File: config.mk
export PLATFORM = sky130hd
export DESIGN_NAME = digital_reg_bank_flat
export DESIGN_NICKNAME = d
export VERILOG_FILES = /design/src/rtl/pico_pkg.sv /design/src/rtl/digital_reg_bank_if.sv /design/src/rtl/digital_reg_bank_sync.sv /design/src/rtl/digital_reg_bank.sv /design/src/flat_wrapper.sv
export SDC_FILE = /design/constraint.sdc
export NUM_CORES = 1
export LEC_CHECK = 0
export ABC_AREA = 1
export CAP_MARGIN = 20
export CELL_PAD_IN_SITES_DETAIL_PLACEMENT = 0
export CELL_PAD_IN_SITES_GLOBAL_PLACEMENT = 1
export CORE_ASPECT_RATIO = 0.9
export CORE_MARGIN = 2
export CORE_UTILIZATION = 38
export DETAILED_ROUTE_END_ITERATION = 6
export PLACE_DENSITY_LB_ADDON = 0.1
export REMOVE_ABC_BUFFERS = 1
export SYNTH_ARGS = -nofsm -noshare
export SYNTH_HDL_FRONTEND = slang
export SYNTH_SLANG_ARGS = --single-unit
File: constraint.sdc
create_clock -name iclk -period 2.7 [get_ports iclk]
set_input_delay 0.54 -clock iclk [delete_from_list [all_inputs] [get_ports iclk]]
set_output_delay 0.54 -clock iclk [all_outputs]
set_load 0.005 [all_outputs]
File: src/rtl/pico_pkg.sv
// Shared types and helpers for the PICO-side register bank.
package pico_pkg;

    localparam int BYTE_W       = 8;
    localparam int NUM_REGS_DEF = 16;

    typedef logic [BYTE_W-1:0] byte_t;

    typedef enum logic [1:0] {
        IDLE   = 2'd0,
        SETTLE = 2'd1,
        COMMIT = 2'd2
    } rb_state_t;

    function automatic logic addr_in_range(input byte_t addr, input int n);
        return (int'(addr) < n);
    endfunction

    function automatic logic is_writable(input byte_t addr, input logic [255:0] ro, input int n);
        return addr_in_range(addr, n) && (ro[addr] == 1'b0);
    endfunction

endpackage

File: src/rtl/digital_reg_bank_if.sv
// Bus between the PICO stage and the register bank: strobes, pointer/data and register outputs.
interface digital_reg_bank_if
    import pico_pkg::*;
#(
    parameter int NUM_REGS = NUM_REGS_DEF
);
    logic                       msg_flag;
    logic                       sclk_stop_rstn;
    byte_t                      write_data;
    byte_t                      mux_control_signal;
    logic [NUM_REGS*BYTE_W-1:0] reg_out;
    byte_t                      readback_data;
    logic                       wr_commit;
    logic                       wr_err;
    logic                       ovr_err;
    logic                       busy;

    modport master (
        output msg_flag, sclk_stop_rstn, write_data, mux_control_signal,
        input  reg_out, readback_data, wr_commit, wr_err, ovr_err, busy
    );

    modport slave (
        input  msg_flag, sclk_stop_rstn, write_data, mux_control_signal,
        output reg_out, readback_data, wr_commit, wr_err, ovr_err, busy
    );
endinterface

File: src/rtl/digital_reg_bank_sync.sv
// Multi-flop synchroniser for an asynchronous level, with a rising-edge pulse on the synchronised output.
module sync_edge_det #(
    parameter int SYNC_STAGES = 2
) (
    input  logic iclk,
    input  logic rstn,
    input  logic async_in,
    output logic level,
    output logic rise
);
    logic [SYNC_STAGES-1:0] chain_r;
    logic                   dly_r;

    // Synchroniser chain plus one delay flop for edge detection.
    always_ff @(posedge iclk) begin
        if (!rstn) begin
            chain_r <= {SYNC_STAGES{1'b0}};
            dly_r   <= 1'b0;
        end else begin
            chain_r <= {chain_r[SYNC_STAGES-2:0], async_in};
            dly_r   <= chain_r[SYNC_STAGES-1];
        end
    end

    assign level = chain_r[SYNC_STAGES-1];
    assign rise  = chain_r[SYNC_STAGES-1] & ~dly_r;
endmodule

File: src/rtl/digital_reg_bank.sv
// Configuration register bank in the iclk domain: synchronises byte strobes and commits PICO bytes.
module digital_reg_bank
    import pico_pkg::*;
#(
    parameter int                  NUM_REGS    = NUM_REGS_DEF,
    parameter int                  SYNC_STAGES = 2,
    parameter int                  SETTLE_CYC  = 1,
    parameter logic [NUM_REGS-1:0] RO_MASK     = NUM_REGS'(16'h0001)
) (
    input  logic              iclk,
    input  logic              rstn,
    digital_reg_bank_if.slave bus
);
    localparam int          IDX_W       = (NUM_REGS > 1) ? $clog2(NUM_REGS) : 1;
    localparam logic [255:0] RO_EXT     = 256'(RO_MASK);
    localparam byte_t       SETTLE_LOAD = byte_t'(SETTLE_CYC - 1);

    logic      flag_rise_s;
    logic      flag_lvl_unused_s;
    logic      stop_lvl_s;
    logic      stop_rise_unused_s;

    rb_state_t state_r;
    rb_state_t next_state_s;
    byte_t     cnt_r;
    byte_t     cnt_next_s;
    logic      commit_s;
    logic      ovr_set_s;

    byte_t     prev_addr_r;
    byte_t     regs_r [NUM_REGS];
    byte_t     readback_r;
    logic      wr_commit_r;
    logic      wr_err_r;
    logic      ovr_err_r;
    logic      busy_r;

    sync_edge_det #(.SYNC_STAGES(SYNC_STAGES)) u_flag_sync (
        .iclk     (iclk),
        .rstn     (rstn),
        .async_in (bus.msg_flag),
        .level    (flag_lvl_unused_s),
        .rise     (flag_rise_s)
    );

    sync_edge_det #(.SYNC_STAGES(SYNC_STAGES)) u_stop_sync (
        .iclk     (iclk),
        .rstn     (rstn),
        .async_in (bus.sclk_stop_rstn),
        .level    (stop_lvl_s),
        .rise     (stop_rise_unused_s)
    );

    // FSM state and settle counter.
    always_ff @(posedge iclk) begin
        if (!rstn) begin
            state_r <= IDLE;
            cnt_r   <= 8'd0;
        end else begin
            state_r <= next_state_s;
            cnt_r   <= cnt_next_s;
        end
    end

    // Next-state logic; transaction end overrides everything and aborts a pending commit.
    always_comb begin
        next_state_s = state_r;
        cnt_next_s   = cnt_r;
        commit_s     = 1'b0;
        ovr_set_s    = flag_rise_s && (state_r != IDLE);
        if (!stop_lvl_s) begin
            next_state_s = IDLE;
            cnt_next_s   = 8'd0;
        end else begin
            case (state_r)
                IDLE: begin
                    if (flag_rise_s) begin
                        next_state_s = SETTLE;
                        cnt_next_s   = SETTLE_LOAD;
                    end else begin
                        next_state_s = IDLE;
                    end
                end
                SETTLE: begin
                    if (cnt_r == 8'd0) begin
                        commit_s     = 1'b1;
                        next_state_s = COMMIT;
                    end else begin
                        cnt_next_s   = cnt_r - 8'd1;
                    end
                end
                COMMIT:  next_state_s = IDLE;
                default: next_state_s = IDLE;
            endcase
        end
    end

    // Byte classification, register file, readback and status flags.
    always_ff @(posedge iclk) begin
        if (!rstn) begin
            for (int i = 0; i < NUM_REGS; i++) begin
                regs_r[i] <= 8'h00;
            end
            prev_addr_r <= 8'h00;
            readback_r  <= 8'h00;
            wr_commit_r <= 1'b0;
            wr_err_r    <= 1'b0;
            ovr_err_r   <= 1'b0;
            busy_r      <= 1'b0;
        end else begin
            wr_commit_r <= 1'b0;
            wr_err_r    <= 1'b0;
            busy_r      <= (next_state_s != IDLE);
            if (ovr_set_s) begin
                ovr_err_r <= 1'b1;
            end
            readback_r <= addr_in_range(bus.mux_control_signal, NUM_REGS)
                          ? regs_r[bus.mux_control_signal[IDX_W-1:0]] : 8'h00;
            if (!stop_lvl_s) begin
                prev_addr_r <= 8'h00;
            end else if (commit_s) begin
                // Non-zero previous pointer means this byte is data for that address,
                // even when the new pointer has wrapped to 0.
                if (prev_addr_r != 8'h00) begin
                    if (is_writable(prev_addr_r, RO_EXT, NUM_REGS)) begin
                        regs_r[prev_addr_r[IDX_W-1:0]] <= bus.write_data;
                        wr_commit_r <= 1'b1;
                    end else begin
                        wr_err_r    <= 1'b1;
                    end
                end
                prev_addr_r <= bus.mux_control_signal;
            end
        end
    end

    for (genvar g = 0; g < NUM_REGS; g++) begin : g_reg_out
        assign bus.reg_out[g*BYTE_W +: BYTE_W] = regs_r[g];
    end

    assign bus.readback_data = readback_r;
    assign bus.wr_commit     = wr_commit_r;
    assign bus.wr_err        = wr_err_r;
    assign bus.ovr_err       = ovr_err_r;
    assign bus.busy          = busy_r;
endmodule
File: src/flat_wrapper.sv
// flat-port wrapper written by rule: the top's interface ports become plain ports
module digital_reg_bank_flat import pico_pkg::*;
#(
    parameter int                  NUM_REGS    = NUM_REGS_DEF,
    parameter int                  SYNC_STAGES = 2,
    parameter int                  SETTLE_CYC  = 1,
    parameter logic [NUM_REGS-1:0] RO_MASK     = NUM_REGS'(16'h0001)
)
  (iclk, rstn, bus_msg_flag, bus_sclk_stop_rstn, bus_write_data, bus_mux_control_signal, bus_reg_out, bus_readback_data, bus_wr_commit, bus_wr_err, bus_ovr_err, bus_busy);
  digital_reg_bank_if #(.NUM_REGS(NUM_REGS)) bus_i ();
  input  logic iclk;
  input  logic rstn;
  input wire logic [$bits(bus_i.msg_flag)-1:0] bus_msg_flag;
  input wire logic [$bits(bus_i.sclk_stop_rstn)-1:0] bus_sclk_stop_rstn;
  input wire logic [$bits(bus_i.write_data)-1:0] bus_write_data;
  input wire logic [$bits(bus_i.mux_control_signal)-1:0] bus_mux_control_signal;
  output wire logic [$bits(bus_i.reg_out)-1:0] bus_reg_out;
  output wire logic [$bits(bus_i.readback_data)-1:0] bus_readback_data;
  output wire logic [$bits(bus_i.wr_commit)-1:0] bus_wr_commit;
  output wire logic [$bits(bus_i.wr_err)-1:0] bus_wr_err;
  output wire logic [$bits(bus_i.ovr_err)-1:0] bus_ovr_err;
  output wire logic [$bits(bus_i.busy)-1:0] bus_busy;
  assign bus_i.msg_flag = bus_msg_flag;
  assign bus_i.sclk_stop_rstn = bus_sclk_stop_rstn;
  assign bus_i.write_data = bus_write_data;
  assign bus_i.mux_control_signal = bus_mux_control_signal;
  assign bus_reg_out = bus_i.reg_out;
  assign bus_readback_data = bus_i.readback_data;
  assign bus_wr_commit = bus_i.wr_commit;
  assign bus_wr_err = bus_i.wr_err;
  assign bus_ovr_err = bus_i.ovr_err;
  assign bus_busy = bus_i.busy;
  digital_reg_bank #(.NUM_REGS(NUM_REGS), .SYNC_STAGES(SYNC_STAGES), .SETTLE_CYC(SETTLE_CYC), .RO_MASK(RO_MASK)) u_core (.iclk(iclk), .rstn(rstn), .bus(bus_i));
endmodule
==> results.md <==
- The startpoint of the worst setup timing path is u_core.cnt_r[0].
- In this run the count of I/O pins placed on the die edge is 160.
- For this run, global-route usage on met1 was measured as 0.293.
- The total detailed-routing wirelength is 22500 um.
- After detailed placement, the total cell area comes to 0.00917 mm2.
- The startpoint identified for the worst register-to-register timing path is u_core.cnt_r[0].
- The number of gates on the worst path with buffers counted is 10.
- In the final routed layout, each cell accounts on average for 18.7 um.
- The number of iterations in the first detailed-routing pass is 6.
- The critical path is of the reg -> reg type.
- The remaining antenna violation count after routing is 0.
- The core region is 0.0185 mm2.
- The wire length of the first global-routing pass is 33400 um.
- The die covers 0.0200 mm2.
- The leakage power figure is 3.93 nW.
- Setup repair after global routing left no endpoint under its margin.
- Of the total synthesized cell area, the portion taken by XOR and XNOR cells is 0.00122.
- The path type of the worst min-delay path is reg -> reg.
- Based on the critical path, the design can be clocked at up to 444 MHz.
- The number of buffers and inverters on the critical path is 1.
- The count of unique library cells instantiated by Yosys is 27.
- Among all flip-flop cells after synthesis, the most frequent one is sky130_fd_sc_hd__edfxtp_1.
- The number of global-route vias before repair is 5872.
- The count of endpoints failing setup in the final report is 0.
- The area of all placed cells without fillers is 0.00973 mm2.
- The number of hold buffers added after cts is 0.
- STA puts the critical path data arrival time at 2.35 ns.
- The maximum number of pins on one net before global-route repair is 66.
- In this run, synthesis inferred 128 flip-flops with an integrated enable.
- The number of antenna violations at the first check in global routing is 0.
- 0 antenna diodes ended up in the layout.
- After synthesis, the cell types taking the most area are sky130_fd_sc_hd__edfxtp_1 (54%), sky130_fd_sc_hd__nor2_1 (12%), sky130_fd_sc_hd__dfxtp_1 (10%).
- The total count of max-transition violations in the final report is 0.
- In the final timing run, aggregate negative setup slack is 0 ns.
- The critical path's largest stage delay is 0.32 ns.
- The design draws 5.74 mW.
- Of the available clock period, the critical path in the final layout requires 0.834.
- The required time at the worst-slack endpoint is 2.79 ns.
- The number of I/O port buffers is 159.
- At the end of routability-driven placement, the weighted congestion stood at 0.838.
- The post-synthesis compound-gate area fraction came to 0.0809.
- The detailed-route DRC error count is 0.
- The adder-cell share of the synthesized area is 0.00349.
- The count of yosys warnings during synthesis is 0.
- After synthesis, the largest family of logic cells by area is simple AND/OR/NAND/NOR gates.
- The clock root buffer master is sky130_fd_sc_hd__clkbuf_16.
- Measured in cells, the most critical reg-to-reg path has a length of 10.
- The run finished with clean final reports.
- The worst-case clock skew is 0.0122 ns.
- The maximum buffer depth of the clock tree is 2.
- The sink count of the clock tree is 164.
- Buffers inserted during clock tree synthesis total 17.
- The worst setup path is launched from a flop.
- The worst reg-to-reg setup slack is 0.45 ns.
- Synthesis handed over a netlist of 771 instances.
- The met3 layer usage reported by global route is 0.0517.
- The top cell type's share of synthesized area is 0.536.
- The endpoint of the worst register-to-register path is u_core.regs_r[14][4].
- The die is 149 um wide.
- The number of gates given a new drive strength after cts is 0.
- In the layout the commonest cells are sky130_fd_sc_hd__nor2_1 (231), sky130_fd_sc_hd__clkdlybuf4s50_1 (158), sky130_fd_sc_hd__edfxtp_1 (128), sky130_fd_sc_hd__nand2_1 (102), sky130_fd_sc_hd__o21ai_0 (75).
- The capturing element type of the critical path is a flop.
- The die boundary height is 134 um.
- After clock tree synthesis, the clock-pin slew on the worst setup and hold paths is 0.07 ns.
- Headroom to the max-slew limit came out at 0.569.
- For this block, the via count after detailed routing is 6110.
- The most critical setup path has its endpoint at u_core.regs_r[14][4].
- The routed via count divided by cell count is 5.07.
- Measured against the total synthesized area, the mux share comes to 0.
- The clock network latency to the later pin of the worst-skew pair is 0.43 ns.
- The first-iteration detailed-routing DRC count is 617.
- The biggest area consumer among synthesized cells is sky130_fd_sc_hd__edfxtp_1.
- After synthesis, the share of flip-flops with an asynchronous set or reset is 0.
- Dividing total power by cell area gives a power density of 590 mW/mm2.
- Leaving out fill and tap cells, the most frequent cell in the layout is sky130_fd_sc_hd__nor2_1.
- TritonCTS built the clock tree.
- The area overhead of the layout relative to synthesis is 35.6%.
- Along the worst path, the maximum fanout reaches 9.
- The slowest stage cell on the critical path is sky130_fd_sc_hd__dfxtp_1.
- In the final layout, the share of cells above drive strength 1 is 0.0802.
- Detailed placement finished with a half-perimeter wire length of 16300 um.
- The average cell area after synthesis is 9.30 um2.
- The total congestion overflow after global routing is 0.
- The final count of hold timing violations was 0.
- The floorplan has 47 rows.
- The worst IR drop on VDD is 0.444 mV.
- The worst hold path begins at u_core.u_stop_sync.chain_r[0].
- Leaving out filler cells and counting taps, the final layout contains 1205.
- The signal on the critical path passes through inv_1 -> ha_1 -> nand2_1 -> nor2_2 -> nand3_2 -> nor2_4 -> nand2_2 -> nor2_4 -> nand2_2 -> nand2_1.
- The initial utilization of the core area, before any placement, comes to 0.388.
- The routed design could run at a clock period as short as 2.25 ns.
- The synthesized netlist occupies a cell area of 0.00717 mm2.
- The slew at the pin closest to its max-slew limit is 0.645 ns.
- Across the run, the number of max-cap violations was 0.
- The met2 track demand over resource is 0.378.
- The kind of cell with the highest combined delay on the critical path is simple AND/OR/NAND/NOR gates.
- The final layout net count is 969.
- The total number of H-tree levels is 4.
- The most used routing layer is met2.
- Across every metal layer, demand over resource in global routing totals 0.226.
- The flop and latch count out of synthesis is 164.
- The basic-gate share of the synthesized area counting and, or, nand and nor cells is 0.225.
- The sequential-to-total area share from yosys stat is 0.636.
- In this run the post-CTS setup repair buffer count came out at 0.
- Once placement completed, the tool counted placed cells totaling 1173.
[how the worst min path moves through the flow]
stage / end / slack, ns / cells after the start
3_5_place_dp: u_core.u_stop_sync.chain_r[1] / 0.40 / 2
4_1_cts: u_core.u_stop_sync.chain_r[1] / 0.42 / 2
3_3_place_gp: u_core.u_stop_sync.chain_r[1] / 0.40 / 2
5_1_grt: u_core.u_stop_sync.chain_r[1] / 0.43 / 2
6_report: u_core.u_stop_sync.chain_r[1] / 0.42 / 2
2_1_floorplan: u_core.u_flag_sync.chain_r[1] / 0.39 / 2
[Yosys cell counts, types with 2 or more instances]
cell                       number
sky130_fd_sc_hd__buf_1          4
sky130_fd_sc_hd__nand3b_1       3
sky130_fd_sc_hd__or2_2          2
sky130_fd_sc_hd__ha_1           2
sky130_fd_sc_hd__a21oi_1        6
sky130_fd_sc_hd__nand3_1       37
sky130_fd_sc_hd__nor2_2         2
sky130_fd_sc_hd__nor2_4         4
sky130_fd_sc_hd__clkbuf_1      29
sky130_fd_sc_hd__dfxtp_1       36
sky130_fd_sc_hd__inv_1         62
sky130_fd_sc_hd__nor3_1         2
sky130_fd_sc_hd__clkinv_1       2
sky130_fd_sc_hd__o22ai_1       23
sky130_fd_sc_hd__edfxtp_1     128
sky130_fd_sc_hd__buf_2          3
sky130_fd_sc_hd__nand2_2        9
sky130_fd_sc_hd__nand2_1      102
sky130_fd_sc_hd__o21ai_1        3
sky130_fd_sc_hd__o21ai_0       75
sky130_fd_sc_hd__nor2_1       231
[cell type report]
cell class	instances	area (um2)
clock buffers	18	429
clock inverters	14	129
fillers	1661	8740
inverters	64	240
multi-input cells	514	2250
flip-flops and latches	164	4560
well taps	245	307
repair buffers	186	1800
[logic make-up (layout without fill, tap and decap cells)]
group,Yosys count,after routing
flip-flops,164,164
buffers and inverters,100,282
XOR/XNOR,1,1
adder cells (fa/ha/maj),2,2
AND/OR/NAND/NOR,394,394
AO/OA/AOI/OAI,109,109
other,1,8
[registers in the layout, summed over array words and instances (netlist names), named ones only]
| name | flops |
|---|---|
| u_core.bus.readback_data | 8 |
| u_core.u_flag_sync.dly_r | 1 |
| u_core.cnt_r | 8 |
| u_core.prev_addr_r | 8 |
| u_core.regs_r | 128 |
| u_core.bus.busy | 1 |
| u_core.u_stop_sync.chain_r | 2 |
| u_core.u_flag_sync.chain_r | 2 |
| u_core.state_r | 2 |
| u_core.bus.wr_err | 1 |
| u_core.bus.wr_commit | 1 |
| u_core.bus.ovr_err | 1 |
[tightest hold or removal path, cell delays in order, from the launching register on]
cell,delay (ns)
sky130_fd_sc_hd__dfxtp_1,0.31
sky130_fd_sc_hd__nand2_1,0.05
sky130_fd_sc_hd__inv_1,0.04
[through the flow]
stage | worst slack, ns | hold slack (ns) | util
3_5_place_dp | 0.191 | 0.403 | 0.496
5_1_grt | 0.277 | 0.433 | 0.527
2_1_floorplan | 0.484 | 0.390 | -
3_3_place_gp | 0.264 | 0.399 | 0.496
6_report | 0.448 | 0.416 | 0.527
4_1_cts | 0.417 | 0.421 | 0.527
[power breakdown]
group          internal (mW)  total [mW]  switching [mW]
Clock                   1.22        2.31            1.09
Combinational          0.251       0.556           0.305
Sequential              2.81        2.87          0.0655
Total                   4.28        5.74            1.46
[layer usage]
metal  up-vias  wire length [um]
li1       2893                 -
met1      2867              9250
met2       316             10900
met3        34              2040
met4         0               340
met5         -                 0
No activity file was read; power rests on OpenSTA's default activity.
==> edit: new RTL, config.mk and constraints unchanged <==
`SYNC_STAGES` is set to 2 in 3 places; all go to 4.
--- a/src/rtl/digital_reg_bank_sync.sv
+++ b/src/rtl/digital_reg_bank_sync.sv
@@ -1,6 +1,6 @@
 // Multi-flop synchroniser for an asynchronous level, with a rising-edge pulse on the synchronised output.
 module sync_edge_det #(
-    parameter int SYNC_STAGES = 2
+    parameter int SYNC_STAGES = 4
 ) (
     input  logic iclk,
     input  logic rstn,
--- a/src/rtl/digital_reg_bank.sv
+++ b/src/rtl/digital_reg_bank.sv
@@ -3,7 +3,7 @@
     import pico_pkg::*;
 #(
     parameter int                  NUM_REGS    = NUM_REGS_DEF,
-    parameter int                  SYNC_STAGES = 2,
+    parameter int                  SYNC_STAGES = 4,
     parameter int                  SETTLE_CYC  = 1,
     parameter logic [NUM_REGS-1:0] RO_MASK     = NUM_REGS'(16'h0001)
 ) (
--- a/src/flat_wrapper.sv
+++ b/src/flat_wrapper.sv
@@ -2,7 +2,7 @@
 module digital_reg_bank_flat import pico_pkg::*;
 #(
     parameter int                  NUM_REGS    = NUM_REGS_DEF,
-    parameter int                  SYNC_STAGES = 2,
+    parameter int                  SYNC_STAGES = 4,
     parameter int                  SETTLE_CYC  = 1,
     parameter logic [NUM_REGS-1:0] RO_MASK     = NUM_REGS'(16'h0001)
 )
Behaviour: not the same (Yosys sat finds a counterexample within 4 cycles, from zero or initial values and one cycle with rstn low).
==> edit against the unedited design <==
Sequential cell count increased by 4; synthesized area rose by 4.7%; wire length decreased by 0.85%; design area is 4.4% higher; first-iteration DRC count down 8.9%; power up 4.9%; worst setup slack got worse by 0.14 ns; highest routed layer unchanged.
==> edit: results (changes against the unedited design) <==
=====================================================================================
Dpl cell area                                                             0.00955 mm2   +4.2%
Peak VDD IR                                                                  0.393 mV   -11%
Worst-Skew Late Latency                                                       0.42 ns
Routability congestion estimate                                                 0.824   -1.7%
Leakage power summed over all cells                                           4.35 nW   +11%
Post-placement cell count                                                        1240   +5.7%
DP Worst Slack                                                               0.192 ns   +0.000424 ns
Worst Hold Slack                                                             0.418 ns   +0.00273 ns
Amount of wire on met2 after detailed routing                                10600 um   -2.7%
Reg-to-reg critical path endpoint                                        u_core.regs_r[13][0]
Seq/Total Area, Yosys                                                           61.9%   -1.8 points
Met1 Usage GRT                                                                  28.4%   -0.83 points
Maximum level of the CTS H-tree                                                     4   unchanged
Proportion of total power due to net switching                                  23.3%   -2.1 points
Post-synthesis adder-cell area fraction                                        0.333%   -0.016 points
Met3 GRT Util                                                                   4.56%   -0.61 points
Routed wire length on met3                                                    1540 um   -24%
Number of iterations in the first detailed-routing pass                             5   -1
# nets final                                                                     1031   +6.4%
Count of non-filler cells in the finished layout                                 1272   +5.6%
Count of routing violations after the opening detailed-route iteration            562   -8.9%
Total track usage                                                               21.3%   -1.3 points
Share of the synthesized area in compound gates (AO/OA/AOI/OAI)                 9.90%   +1.8 points
Fraction of final layout cells sized beyond drive strength 1                    8.12%   +0.10 points
Number of global-route vias before repair                                        5751   -2.1%
DRT met1 WL                                                                   9920 um   +7.2%
Clock skew after layout                                                    0.00502 ns   -0.00717 ns
First-pass GRT wire length                                                   33300 um   -0.31%
Result of the run                                                           completed
Largest reg by FF count                                                  u_core.regs_r
Hold-critical path endpoint                                              u_core.u_flag_sync.chain_r[1]
Synthesized area divided by synthesized cell count                           9.06 um2   -2.6%
Post-Synth XOR/XNOR Area                                                           0%   -0.12 points
Synth top cells by count                                                 sky130_fd_sc_hd__nor2_1 (180), sky130_fd_sc_hd__inv_1 (129), sky130_fd_sc_hd__edfxtp_1 (128)
Met2 Track Usage GR                                                             35.5%   -2.3 points
Count of yosys warnings during synthesis                                            0   unchanged
Area contributors post-synth                                             sky130_fd_sc_hd__edfxtp_1 (51%), sky130_fd_sc_hd__dfxtp_1 (11%), sky130_fd_sc_hd__nor2_1 (9.0%), sky130_fd_sc_hd__inv_1 (6.4%), sky130_fd_sc_hd__nand2_1 (5.0%)
R2R Setup Slk                                                                 0.31 ns   -0.14 ns
CP max FO                                                                          10   +1
Count of different cell masters after synthesis                                    25   -7.4%
=====================================================================================
[edit: changes by cell type after synthesis, sizes merged, moves of 2 or more]
cell,unedited run,this run
nor2,237,186
dfxtp,36,40
o22ai,23,0
inv,62,129
a21oi,6,63
nand4,1,4
nand3b,3,1
buf,7,3
nand3,38,40
clkbuf,29,33
o21ai,78,72
o211ai,0,8
[edit: worst max-delay path by stage]
stage,from,end,slack (ns),depth (start not counted)
floorplan,u_core.cnt_r[0],u_core.regs_r[10][0],0.62,10
global placement,rstn,u_core.regs_r[13][3],0.23,7
detailed placement,rstn,u_core.regs_r[10][1],0.19,7
CTS,u_core.cnt_r[0],u_core.regs_r[10][2],0.31,10
global route,u_core.cnt_r[0],u_core.regs_r[10][4],0.07,10
finish,u_core.cnt_r[0],u_core.regs_r[13][0],0.31,10
[edit: layout make-up]
type                    instances  area (um2)
flip-flops and latches        168        4640
multi-input cells             500        2260
clock inverters                12         134
fillers                      1789        9120
well taps                     250         313
inverters                     132         495
repair buffers                190        1840
clock buffers                  20         468
